File: config.mk
export PLATFORM = sky130hd
export DESIGN_NAME = mem_port_arbiter_flat
export DESIGN_NICKNAME = d
export VERILOG_FILES = /design/src/rtl/mem_arb_pkg.sv /design/src/rtl/mem_arb_if.sv /design/src/rtl/rr_arbiter2.sv /design/src/rtl/mem_port_arbiter.sv /design/src/flat_wrapper.sv
export SDC_FILE = /design/constraint.sdc
export NUM_CORES = 1
export LEC_CHECK = 0
export BUFFER_PORTS_ARGS = -buffer_cell sky130_fd_sc_hd__buf_2
export CORE_MARGIN = 2
export CORE_UTILIZATION = 45
export CTS_BUF_LIST = sky130_fd_sc_hd__clkbuf_4
export DETAILED_ROUTE_END_ITERATION = 7
export HOLD_SLACK_MARGIN = 0.12
export PLACE_DENSITY = 0.8
export SYNTH_ARGS = -nofsm -noshare
export SYNTH_HDL_FRONTEND = slang
export SYNTH_SLANG_ARGS = --single-unit
File: constraint.sdc
create_clock -name clk -period 1.85 [get_ports clk]
set_clock_uncertainty 0.2 [all_clocks]
set_input_delay 0.0925 -clock clk [delete_from_list [all_inputs] [get_ports clk]]
set_output_delay 0.0925 -clock clk [all_outputs]
set_load 0.02 [all_outputs]
File: src/rtl/mem_arb_pkg.sv
// Shared types and default widths for the two-port memory arbiter.
package mem_arb_pkg;

  localparam int DEFAULT_DATA_W = 16;
  localparam int DEFAULT_ADDR_W = 12;

  typedef enum logic {
    PORT_A = 1'b0,
    PORT_B = 1'b1
  } port_t;

  typedef enum logic {
    ST_IDLE  = 1'b0,
    ST_SERVE = 1'b1
  } state_t;

endpackage

File: src/rtl/mem_arb_if.sv
// Requester handshakes plus the memory-side bus shared by both ports.
interface mem_arb_if #(
  parameter int DATA_W = mem_arb_pkg::DEFAULT_DATA_W,
  parameter int ADDR_W = mem_arb_pkg::DEFAULT_ADDR_W
);

  logic              req_a;
  logic              we_a;
  logic [ADDR_W-1:0] addr_a;
  logic [DATA_W-1:0] wdata_a;
  logic              ack_a;
  logic [DATA_W-1:0] rdata_a;

  logic              req_b;
  logic              we_b;
  logic [ADDR_W-1:0] addr_b;
  logic [DATA_W-1:0] wdata_b;
  logic              ack_b;
  logic [DATA_W-1:0] rdata_b;

  logic [ADDR_W-1:0] mem_addr;
  logic [DATA_W-1:0] mem_wdata;
  logic              mem_we;
  logic [DATA_W-1:0] mem_rdata;

  // Master is the environment: both requesters and the memory array.
  modport master (
    output req_a, we_a, addr_a, wdata_a,
    output req_b, we_b, addr_b, wdata_b,
    output mem_rdata,
    input  ack_a, rdata_a, ack_b, rdata_b,
    input  mem_addr, mem_wdata, mem_we
  );

  modport slave (
    input  req_a, we_a, addr_a, wdata_a,
    input  req_b, we_b, addr_b, wdata_b,
    input  mem_rdata,
    output ack_a, rdata_a, ack_b, rdata_b,
    output mem_addr, mem_wdata, mem_we
  );

endinterface

File: src/rtl/rr_arbiter2.sv
// Combinational two-way round-robin pick: on a tie the port that was not
// served last wins.
module rr_arbiter2
  import mem_arb_pkg::*;
(
  input  logic [1:0] eligible,
  input  port_t      last,
  output logic       valid,
  output port_t      winner
);

  always_comb begin
    valid  = |eligible;
    winner = PORT_A;
    if (eligible == 2'b11) begin
      winner = (last == PORT_A) ? PORT_B : PORT_A;
    end else if (eligible[1]) begin
      winner = PORT_B;
    end
  end

endmodule

File: src/rtl/mem_port_arbiter.sv
// Shares one memory between two level-request ports, one access per cycle,
// with registered memory drive and registered read data / ack pulses.
module mem_port_arbiter
  import mem_arb_pkg::*;
#(
  parameter int DATA_W = DEFAULT_DATA_W,
  parameter int ADDR_W = DEFAULT_ADDR_W
) (
  input  logic     clk,
  input  logic     rst_n,
  mem_arb_if.slave bus
);

  state_t            state;
  port_t             cur;
  port_t             last;
  logic              ack_a;
  logic              ack_b;
  logic [DATA_W-1:0] rdata_a;
  logic [DATA_W-1:0] rdata_b;
  logic [ADDR_W-1:0] mem_addr;
  logic [DATA_W-1:0] mem_wdata;
  logic              mem_we;

  logic [1:0]        eligible;
  logic              win_valid;
  port_t             win_port;

  // The port currently being served sits out one decision, which is what
  // forces the bubble between back-to-back accesses from a lone requester.
  always_comb begin
    eligible = {bus.req_b, bus.req_a};
    if (state == ST_SERVE) begin
      if (cur == PORT_A) eligible[0] = 1'b0;
      else               eligible[1] = 1'b0;
    end
  end

  rr_arbiter2 u_rr (
    .eligible (eligible),
    .last     (last),
    .valid    (win_valid),
    .winner   (win_port)
  );

  // Captured request fields live directly in the mem_* registers.
  always_ff @(posedge clk or negedge rst_n) begin
    if (!rst_n) begin
      state     <= ST_IDLE;
      cur       <= PORT_A;
      last      <= PORT_B;
      ack_a     <= 1'b0;
      ack_b     <= 1'b0;
      rdata_a   <= '0;
      rdata_b   <= '0;
      mem_addr  <= '0;
      mem_wdata <= '0;
      mem_we    <= 1'b0;
    end else begin
      ack_a <= 1'b0;
      ack_b <= 1'b0;
      if (state == ST_SERVE) begin
        if (cur == PORT_A) begin
          ack_a <= 1'b1;
          if (!mem_we) rdata_a <= bus.mem_rdata;
        end else begin
          ack_b <= 1'b1;
          if (!mem_we) rdata_b <= bus.mem_rdata;
        end
      end

      if (win_valid) begin
        state <= ST_SERVE;
        cur   <= win_port;
        last  <= win_port;
        if (win_port == PORT_A) begin
          mem_we    <= bus.we_a;
          mem_addr  <= bus.addr_a;
          mem_wdata <= bus.wdata_a;
        end else begin
          mem_we    <= bus.we_b;
          mem_addr  <= bus.addr_b;
          mem_wdata <= bus.wdata_b;
        end
      end else begin
        state  <= ST_IDLE;
        mem_we <= 1'b0;
      end
    end
  end

  assign bus.ack_a     = ack_a;
  assign bus.ack_b     = ack_b;
  assign bus.rdata_a   = rdata_a;
  assign bus.rdata_b   = rdata_b;
  assign bus.mem_addr  = mem_addr;
  assign bus.mem_wdata = mem_wdata;
  assign bus.mem_we    = mem_we;

endmodule

File: src/flat_wrapper.sv
// flat-port wrapper written by rule: the top's interface ports become plain ports
module mem_port_arbiter_flat import mem_arb_pkg::*;
#(
  parameter int DATA_W = DEFAULT_DATA_W,
  parameter int ADDR_W = DEFAULT_ADDR_W
)
  (clk, rst_n, bus_req_a, bus_we_a, bus_addr_a, bus_wdata_a, bus_req_b, bus_we_b, bus_addr_b, bus_wdata_b, bus_mem_rdata, bus_ack_a, bus_rdata_a, bus_ack_b, bus_rdata_b, bus_mem_addr, bus_mem_wdata, bus_mem_we);
  mem_arb_if #(.DATA_W(DATA_W), .ADDR_W(ADDR_W)) bus_i ();
  input  logic clk;
  input  logic rst_n;
  input wire logic [$bits(bus_i.req_a)-1:0] bus_req_a;
  input wire logic [$bits(bus_i.we_a)-1:0] bus_we_a;
  input wire logic [$bits(bus_i.addr_a)-1:0] bus_addr_a;
  input wire logic [$bits(bus_i.wdata_a)-1:0] bus_wdata_a;
  input wire logic [$bits(bus_i.req_b)-1:0] bus_req_b;
  input wire logic [$bits(bus_i.we_b)-1:0] bus_we_b;
  input wire logic [$bits(bus_i.addr_b)-1:0] bus_addr_b;
  input wire logic [$bits(bus_i.wdata_b)-1:0] bus_wdata_b;
  input wire logic [$bits(bus_i.mem_rdata)-1:0] bus_mem_rdata;
  output wire logic [$bits(bus_i.ack_a)-1:0] bus_ack_a;
  output wire logic [$bits(bus_i.rdata_a)-1:0] bus_rdata_a;
  output wire logic [$bits(bus_i.ack_b)-1:0] bus_ack_b;
  output wire logic [$bits(bus_i.rdata_b)-1:0] bus_rdata_b;
  output wire logic [$bits(bus_i.mem_addr)-1:0] bus_mem_addr;
  output wire logic [$bits(bus_i.mem_wdata)-1:0] bus_mem_wdata;
  output wire logic [$bits(bus_i.mem_we)-1:0] bus_mem_we;
  assign bus_i.req_a = bus_req_a;
  assign bus_i.we_a = bus_we_a;
  assign bus_i.addr_a = bus_addr_a;
  assign bus_i.wdata_a = bus_wdata_a;
  assign bus_i.req_b = bus_req_b;
  assign bus_i.we_b = bus_we_b;
  assign bus_i.addr_b = bus_addr_b;
  assign bus_i.wdata_b = bus_wdata_b;
  assign bus_i.mem_rdata = bus_mem_rdata;
  assign bus_ack_a = bus_i.ack_a;
  assign bus_rdata_a = bus_i.rdata_a;
  assign bus_ack_b = bus_i.ack_b;
  assign bus_rdata_b = bus_i.rdata_b;
  assign bus_mem_addr = bus_i.mem_addr;
  assign bus_mem_wdata = bus_i.mem_wdata;
  assign bus_mem_we = bus_i.mem_we;
  mem_port_arbiter #(.DATA_W(DATA_W), .ADDR_W(ADDR_W)) u_core (.clk(clk), .rst_n(rst_n), .bus(bus_i));
endmodule
==> results of run 1 <==
power breakdown:
| group | switching (mW) | internal [mW] |
|---|---|---|
| logic | 1.40 | 1.14 |
| clock network | 0.474 | 0.290 |
| registers | 0.335 | 2.01 |
| total | 2.21 | 3.44 |
how the worst max path moves through the flow:
stage,slack [ns],endpoint,cells after the start
final,0.13,u_core.bus.mem_wdata[7],4
after CTS,0.17,u_core.bus.rdata_a[13],4
after global placement,0.23,u_core.bus.mem_addr[4],3
after global routing,0.08,u_core.bus.mem_wdata[2],4
after floorplan,0.13,u_core.bus.rdata_a[10],4
after detailed placement,0.19,u_core.bus.rdata_a[13],4
metrics by stage:
step	cell area, um^2	instances	setup WS (ns)	util (%)	hold WS [ns]
floorplan	2723	190	0.1300	-	-0.4031
global placement	3528	397	0.2287	59.95	-0.06955
detailed placement	3528	397	0.1886	59.95	-0.05940
CTS	4413	491	0.1719	74.98	0.2253
global route	4413	491	0.08395	74.98	0.2527
finish	4413	491	0.1328	74.98	0.2654
flip-flops by register name (all words and copies together), names as in the netlist:
register and count:
u_core.bus.ack_a 1, u_core.bus.ack_b 1, u_core.bus.mem_addr 12, u_core.bus.mem_wdata 16
u_core.bus.mem_we 1, u_core.bus.rdata_a 16, u_core.bus.rdata_b 16, u_core.cur 1
u_core.last 1, u_core.state 1
cells in the final DEF (no fill, tap or decap), types with 3 or more instances in the layout:
master	Yosys	routed
buf_12	0	5
clkbuf_4	0	11
clkinv_1	0	3
and3_1	27	27
dlygate4sd3_1	0	78
dfrtp_1	65	65
mux2_2	30	30
inv_1	4	4
a221o_1	27	27
buf_2	4	140
critical path, cell delays in order, from the launching register on:
cell	delay [ns]
dfrtp_1	0.47
nand3b_1	0.19
buf_4	0.23
and3_1	0.22
a221o_1	0.29
layer usage:
layer | global-route usage, % | part of all wire, % | vias up
met3 | 6.044 | 9.1 | 27
met5 | 0 | 0 | -
met2 | 41.46 | 48 | 167
met4 | 13.33 | 2.8 | 0
li1 | - | - | 1166
met1 | 33.02 | 40 | 1248
cell type report:
class                      count  area [um^2]
tap                           75        93.84
inverter                       4        15.01
fill                         329         1473
sequential                    66         1653
timing repair buffer         225         1597
clock inverter                 5        21.27
multi-input combinational    105        950.9
clock buffer                  11        82.58
cell families (layout without fill, tap and decap cells):
family / count (synthesis) / after routing / synth area share [%]
and+or+nand+nor: 36 / 36 / 8.410
muxes: 32 / 32 / 13.51
AOI/OAI and AO/OA: 37 / 37 / 12.78
DFF: 66 / 66 / 60.71
buffers and inverters: 19 / 245 / 4.595
repair_timing:
action / CTS / global route
hold buffers: 78 / 0
endpoints found under the setup margin: 0 / 0
setup buffers: 0 / 0
hold endpoints to repair: 130 / 0
==> reports/metrics.yaml, run 1 <==
status:
  status: "finished clean"
timing:
  tightest_slew_ns: 0.3480
  finalSetupViolCount: 0
  relSlewSlack_pct: 76.80
  slew_viol_final: 0
  period_needed_ns: 1.717
  max_freq_mhz: 582.4
  grt_setup_unrepaired: "false"
  tns_ns: 0
  fin_crit_sh_pct: 92.82
  hold_viol: 0
logic_synthesis:
  synth_top_area_share_pct: 59.74
  synth_area_mm2: 0.002723
  avgSynthCellArea_um2: 14.33
  synth_area_leader_cell: "dfrtp_1"
  ys_seq_area_share_pct: 60.71
  synth.distinct_cells: 30
  synthArstFlopShare_pct: 100.0
  synth_common_cells: "65 x dfrtp_1, 30 x mux2_2, 27 x a221o_1, 27 x and3_1"
  yosys.cell_count.top_type: "dfrtp_1"
  ys_warn_count: 0
  synth-seq-cells: 66
  syn_nets: 268
  synth_edf_count: 0
  synth_area_leaders: "dfrtp_1 60%, mux2_2 12%, a221o_1 9.9%"
  syn_inst: 190
  synth_ff_type: "dfrtp_1"
grt:
  grt_overflow: 0
  grt_pass1_wl_mm: 12.94
  grt_pass1_vias: 2705
  grt_use_total_pct: 25.98
  grt_max_degree: 67
  antenna_found_initial: 0
pwr:
  p_leak_nw: 2.229
  peakVddDrop_uv: 867.8
  powerDensity_mw_per_mm2: 1282
  power_mw: 5.657
clock_network:
  cts_buffers: 9
  htreeDepth: 3
  clk-insertion-delay-late_ns: 0.40
  cts-root-buf: "clkbuf_4"
  clk_transition_reported_paths_ns: 0.11
  cts_tree: "yes"
  cts_resized: 0
  cts_buffer_depth: 2
  cts_sinks: 66
placed_design:
  place.gp.congestion: 0.7637
  port_buffers: 140
  hpwl_mm: 4.523
setup_path:
  required_ns: 1.93
  critPathLaunchType: "register"
  regToRegEndpoint: "u_core.bus.mem_wdata[7]"
  reg2reg_from: "u_core.state"
  ff2ff_path_depth: 4
  critical_path_arrival_ns: 1.80
  r2r_slack_ns: 0.13
  startpoint: "u_core.state"
  critPathKind: "register to register"
  crit_path_max_fanout: 29
  critPathCaptureType: "register"
finish:
  nNetsFinal: 489
  drive_above_1_share_pct: 48.08
  diodes: 0
  syn_to_final_growth_pct: 62.09
route:
  wl_mm: 8.553
  vias_per_cell: 5.312
  drtPass1Iterations: 5
  wire_per_inst_um: 17.42
  drtIter0Drc: 119
  via_count: 2608
  drc: 0
  antenna_left: 0
flow_run:
  cap_violations: 0
die:
  num_rows: 28
  fp.dieArea_mm2: 0.006689
  initial_core_util_pct: 46.26
  boundaryPins: 141
  die_h_um: 81.79
  core_area_mm2: 0.005886
  die_w_um: 81.79
min_path:
  hp-start: "bus_wdata_a[13]"
  holdPathStages: 3
  holdPathEnd: "u_core.bus.mem_wdata[13]"
  hold_class: "primary input to register"
Power figures use the tool's default switching activity.
==> inputs of run 2 (changes only) <==
--- a/config.mk
+++ b/config.mk
@@ -6,12 +6,13 @@
 export NUM_CORES = 1
 export LEC_CHECK = 0
 export BUFFER_PORTS_ARGS = -buffer_cell sky130_fd_sc_hd__buf_2
+export CORE_ASPECT_RATIO = 1.75
 export CORE_MARGIN = 2
 export CORE_UTILIZATION = 45
 export CTS_BUF_LIST = sky130_fd_sc_hd__clkbuf_4
 export DETAILED_ROUTE_END_ITERATION = 7
 export HOLD_SLACK_MARGIN = 0.12
-export PLACE_DENSITY = 0.8
+export PLACE_DENSITY = 0.82
 export SYNTH_ARGS = -nofsm -noshare
 export SYNTH_HDL_FRONTEND = slang
 export SYNTH_SLANG_ARGS = --single-unit
==> run 2 against run 1 <==
Against the previous run:
- wire length up 14%
- combinational power up 3%
- setup slack lost 0.041 ns
- clock power increased by 57%
- sequential cell count is the same
- first-iteration DRC count grew 91%
- sequential power about the same
- power grew 9.4%
- sequential share of layout area decreased by 0.54 points
- die area grew 0.36%
- critical path type unchanged
- largest power group unchanged
==> reports/metrics.yaml, run 2 (synthesis results as in run 1) <==
placed_design:
  place.gp.congestion: 0.7718
  port_buffers: 140
  hpwl_mm: 5.026
  place_ws_ns: 0.1683
setup_path:
  ff2ff_path_depth: 4
  critPathCaptureType: "register"
  path_cells: "nand3b_1 > buf_4 > and3_1 > a221o_1"
  regToRegEndpoint: "u_core.bus.mem_wdata[6]"
  startpoint: "u_core.last"
  worst_path_max_delay_cell: "dfstp_2"
  required_ns: 1.95
  critPathLaunchType: "register"
  critical_path_arrival_ns: 1.86
  reg2reg_from: "u_core.last"
  crit_end: "u_core.bus.mem_wdata[6]"
  crit_path_max_fanout: 29
  critPathKind: "register to register"
  r2r_slack_ns: 0.09
  worst_path_largest_cell_delay_ns: 0.58
timing:
  setup_ws_ns: 0.09175
  relSlewSlack_pct: 76.90
  finalSetupViolCount: 0
  tns_ns: 0
  tightest_slew_ns: 0.3465
  fin_crit_sh_pct: 95.04
  slew_viol_final: 0
  grt_setup_unrepaired: "false"
  period_needed_ns: 1.758
  hold_viol: 0
  max_freq_mhz: 568.7
route:
  drtPass1Iterations: 4
  wl_mm: 9.765
  drc: 0
  vias_per_cell: 5.413
  wire_per_inst_um: 19.69
  drtIter0Drc: 227
  via_count: 2685
  antenna_left: 0
die:
  fp.dieArea_mm2: 0.006713
  die_w_um: 62.80
  initial_core_util_pct: 46.31
  die_h_um: 106.9
  core_area_mm2: 0.005879
  num_rows: 37
  boundaryPins: 141
grt:
  grt_use_total_pct: 29.88
  antenna_found_initial: 0
  grt_pass1_vias: 2947
  grt_pass1_wl_mm: 14.97
  grt_overflow: 0
  grt_max_degree: 67
clock_network:
  cts-root-buf: "clkbuf_4"
  clk-insertion-delay-late_ns: 0.40
  htreeDepth: 3
  cts_sinks: 66
  cts_buffers: 9
  clk_transition_reported_paths_ns: 0.12
  cts_buffer_depth: 2
  cts_tree: "yes"
finish:
  diodes: 0
  layout_commonest_cell: "buf_2"
  drive_above_1_share_pct: 48.56
  syn_to_final_growth_pct: 64.48
  mostFrequentLayoutCells: "140 x buf_2, 78 x dlygate4sd3_1, 65 x dfrtp_1, 30 x mux2_2"
  nNetsFinal: 491
  largestRegisters: "u_core.bus.mem_wdata x16, u_core.bus.rdata_a x16, u_core.bus.rdata_b x16"
pwr:
  peakVddDrop_uv: 570.5
  power_mw: 6.186
  powerDensity_mw_per_mm2: 1381
  p_leak_nw: 2.262
flow_run:
  cap_violations: 0
min_path:
  hold_class: "primary input to register"
  hp-start: "bus_addr_a[8]"
status:
  status: "finished clean"
## run 2: metal layers
layer	wire length, um	part of all wire [%]	track usage (%)
met5	0	0	0
met4	505	5.2	20.00
met3	564	5.8	5.771
met2	5431	56	55.30
met1	3263	33	29.66
## run 2: timing repair
| item | in CTS | in global routing |
|---|---|---|
| hold buffers | 78 | 0 |
| gates resized for setup | 0 | 0 |
| hold endpoints to repair | 130 | 0 |
| buffers inserted | 0 | 0 |
## run 2: stage by stage
step                cells  hold slack [ns]  util (%)  area, um^2
finish                496           0.2363     76.17        4478
global route          496           0.2568     76.17        4478
CTS                   496           0.2119     76.17        4478
detailed placement    402         -0.06734     59.91        3522
global placement      402         -0.06896     59.91        3522
floorplan             190          -0.4031         -        2723
## run 2: worst max-delay path, delay by kind of cell (launching register included)
kind	cells	cell delay [ns]
flops	1	0.58
simple gates	2	0.32
compound gates	1	0.32
buf+inv	1	0.22
## run 2: cell type report
cell class / instances / area [um^2]
sequential: 66 / 1653
clock inverter: 7 / 107.6
timing repair buffer: 227 / 1587
clock buffer: 9 / 67.56
multi-input combinational: 105 / 950.9
tap: 78 / 97.59
inverter: 4 / 15.01
fill: 353 / 1401
## run 2: worst min path at each step
stage	endpoint	slack, ns	depth (start not counted)
6_report	u_core.bus.mem_addr[8]	0.24	3
5_1_grt	u_core.bus.mem_addr[8]	0.26	3
4_1_cts	u_core.bus.mem_addr[8]	0.21	3
3_5_place_dp	u_core.bus.rdata_b[12]	-0.07	2
3_3_place_gp	u_core.bus.rdata_b[12]	-0.07	2
2_1_floorplan	u_core.bus.ack_a	-0.40	0
## run 2: report_power, final
part	leakage [nW]	switching (mW)	total (mW)	internal [mW]
Combinational	1.38	1.47	2.61	1.13
Clock	0.0948	0.527	1.20	0.671
Sequential	0.783	0.368	2.38	2.01
==> inputs of run 3 (changes only) <==
--- a/config.mk
+++ b/config.mk
@@ -6,13 +6,15 @@
 export NUM_CORES = 1
 export LEC_CHECK = 0
 export BUFFER_PORTS_ARGS = -buffer_cell sky130_fd_sc_hd__buf_2
+export CELL_PAD_IN_SITES_DETAIL_PLACEMENT = 2
+export CELL_PAD_IN_SITES_GLOBAL_PLACEMENT = 2
 export CORE_ASPECT_RATIO = 1.75
 export CORE_MARGIN = 2
-export CORE_UTILIZATION = 45
+export CORE_UTILIZATION = 31
 export CTS_BUF_LIST = sky130_fd_sc_hd__clkbuf_4
 export DETAILED_ROUTE_END_ITERATION = 7
 export HOLD_SLACK_MARGIN = 0.12
-export PLACE_DENSITY = 0.82
+export PLACE_DENSITY = 0.89
 export SYNTH_ARGS = -nofsm -noshare
 export SYNTH_HDL_FRONTEND = slang
 export SYNTH_SLANG_ARGS = --single-unit
==> constraint.sdc (replaced) <==
create_clock -name clk -period 2.1 [get_ports clk]
set_clock_uncertainty 0.2 [all_clocks]
set_input_delay 0.105 -clock clk [delete_from_list [all_inputs] [get_ports clk]]
set_output_delay 0.105 -clock clk [all_outputs]
set_load 0.02 [all_outputs]
==> run 3 against run 2 <==
Against the previous run:
- combinational power is 9.6% lower
- final cell count is 8.5% higher
- sequential share of layout area is 0.82 points lower
- fmax is 13% lower
- critical path type unchanged
==> reports/metrics.yaml, run 3 (synthesis results as in run 1) <==
status:
  status: "finished clean"
timing:
  period_needed_ns: 2.022
  tightest_slew_ns: 0.3561
  fin_crit_sh_pct: 96.27
  max_freq_mhz: 494.6
  fin_hold_ws_ns: 0.2623
  tns_ns: 0
  grt_setup_unrepaired: "false"
  hold_viol: 0
  relSlewSlack_pct: 76.26
  finalSetupViolCount: 0
  slew_viol_final: 0
  setup_ws_ns: 0.07825
min_path:
  holdPathEnd: "u_core.bus.mem_wdata[14]"
  hp-start: "bus_wdata_a[14]"
  hold_class: "primary input to register"
  holdPathStages: 3
finish:
  fill_cells: 834
  final_area_mm2: 0.004583
  final_util_pct: 53.20
  multiInputGateArea_um2: 963.4
  nNetsFinal: 493
  drive_above_1_share_pct: 49.29
  syn_to_final_growth_pct: 68.34
  seqCellArea_mm2: 0.001654
  mostFrequentLayoutCells: "140 x buf_2, 78 x dlygate4sd3_1, 64 x dfrtp_1, 30 x mux2_2"
  stdcell_count: 538
  layout_commonest_cell: "buf_2"
  largestRegisters: "u_core.bus.mem_wdata x16, u_core.bus.rdata_a x16, u_core.bus.rdata_b x16"
die:
  num_rows: 45
  fp.dieArea_mm2: 0.009578
  boundaryPins: 141
  initial_core_util_pct: 31.60
  die_h_um: 128.0
  die_w_um: 74.84
  core_area_mm2: 0.008615
clock_network:
  cts_buffer_depth: 2
  cts_tree: "yes"
  cts_buffers: 9
  htreeDepth: 3
  cts_sinks: 66
  clk-insertion-delay-late_ns: 0.40
  cts-root-buf: "clkbuf_4"
  clk_transition_reported_paths_ns: 0.13
placed_design:
  port_buffers: 140
  place.gp.congestion: 0.6745
  dp.cells: 441
  placed_area_mm2: 0.003546
  hpwl_mm: 6.365
  place_ws_ns: 0.3362
flow_run:
  cap_violations: 0
pwr:
  power_mw: 5.598
  p_leak_nw: 2.292
  peakVddDrop_uv: 501.6
  powerDensity_mw_per_mm2: 1221
setup_path:
  required_ns: 2.19
  critPathLaunchType: "register"
  reg2reg_from: "u_core.cur"
  ff2ff_path_depth: 5
  critPathKind: "register to register"
  crit_path_max_fanout: 12
  critPathCaptureType: "register"
  r2r_slack_ns: 0.08
  critical_path_arrival_ns: 2.11
  regToRegEndpoint: "u_core.bus.mem_we"
grt:
  grt_pass1_vias: 3240
  grt_pass1_wl_mm: 17.89
  grt_max_degree: 67
  grt_overflow: 0
  antenna_found_initial: 1
  grt_use_total_pct: 26.02
route:
  via_count: 2627
  drtPass1Iterations: 4
  drc: 0
  vias_per_cell: 4.883
  drtIter0Drc: 51
  antenna_left: 0
  wl_mm: 12.02
  wire_per_inst_um: 22.33
==> run 3: area by class of cell <==
type	count	share of cell area, %
diodes	1	0.05460
clock buffers	9	1.474
clock inverters	7	2.539
inverters	4	0.3276
multi-input cells	105	21.02
flip-flops and latches	66	36.09
well taps	117	3.194
repair buffers	229	35.30
==> run 3: worst max path at each step <==
stage / startpoint / endpoint / slack (ns) / cells past startpoint
3_3_place_gp: u_core.state / u_core.bus.mem_addr[11] / 0.43 / 3
5_1_grt: u_core.state / u_core.bus.mem_we / 0.009 / 5
6_report: u_core.cur / u_core.bus.mem_we / 0.08 / 5
4_1_cts: u_core.state / u_core.bus.mem_we / 0.04 / 5
3_5_place_dp: u_core.cur / u_core.bus.rdata_a[10] / 0.34 / 4
2_1_floorplan: u_core.cur / u_core.bus.rdata_a[10] / 0.38 / 4
==> run 3: what timing repair did <==
item                       CTS  global route
setup endpoints to repair    0             1
hold endpoints to repair   130             0
hold buffers                78             0
resized for setup            0             9
buffers inserted             0             1
==> run 3: power by group <==
part / switching, mW / internal (mW)
clock network: 0.512 / 0.603
logic: 1.35 / 1.01
registers: 0.349 / 1.77
==> run 3: layer usage <==
layer	routed length (um)	global-route usage [%]	vias to the layer above
met5	0	0	-
met1	3937	24.52	1322
met2	7220	51.14	110
li1	-	-	1175
met4	307	9.664	0
met3	549	5.818	20
==> run 3: worst max-delay path: stages, from the launching register on <==
cell and delay, ns:
dfrtp_1 0.48, nand2b_4 0.21, o22ai_2 0.20, buf_6 0.18
a21oi_1 0.05, dlygate4sd3_1 0.58
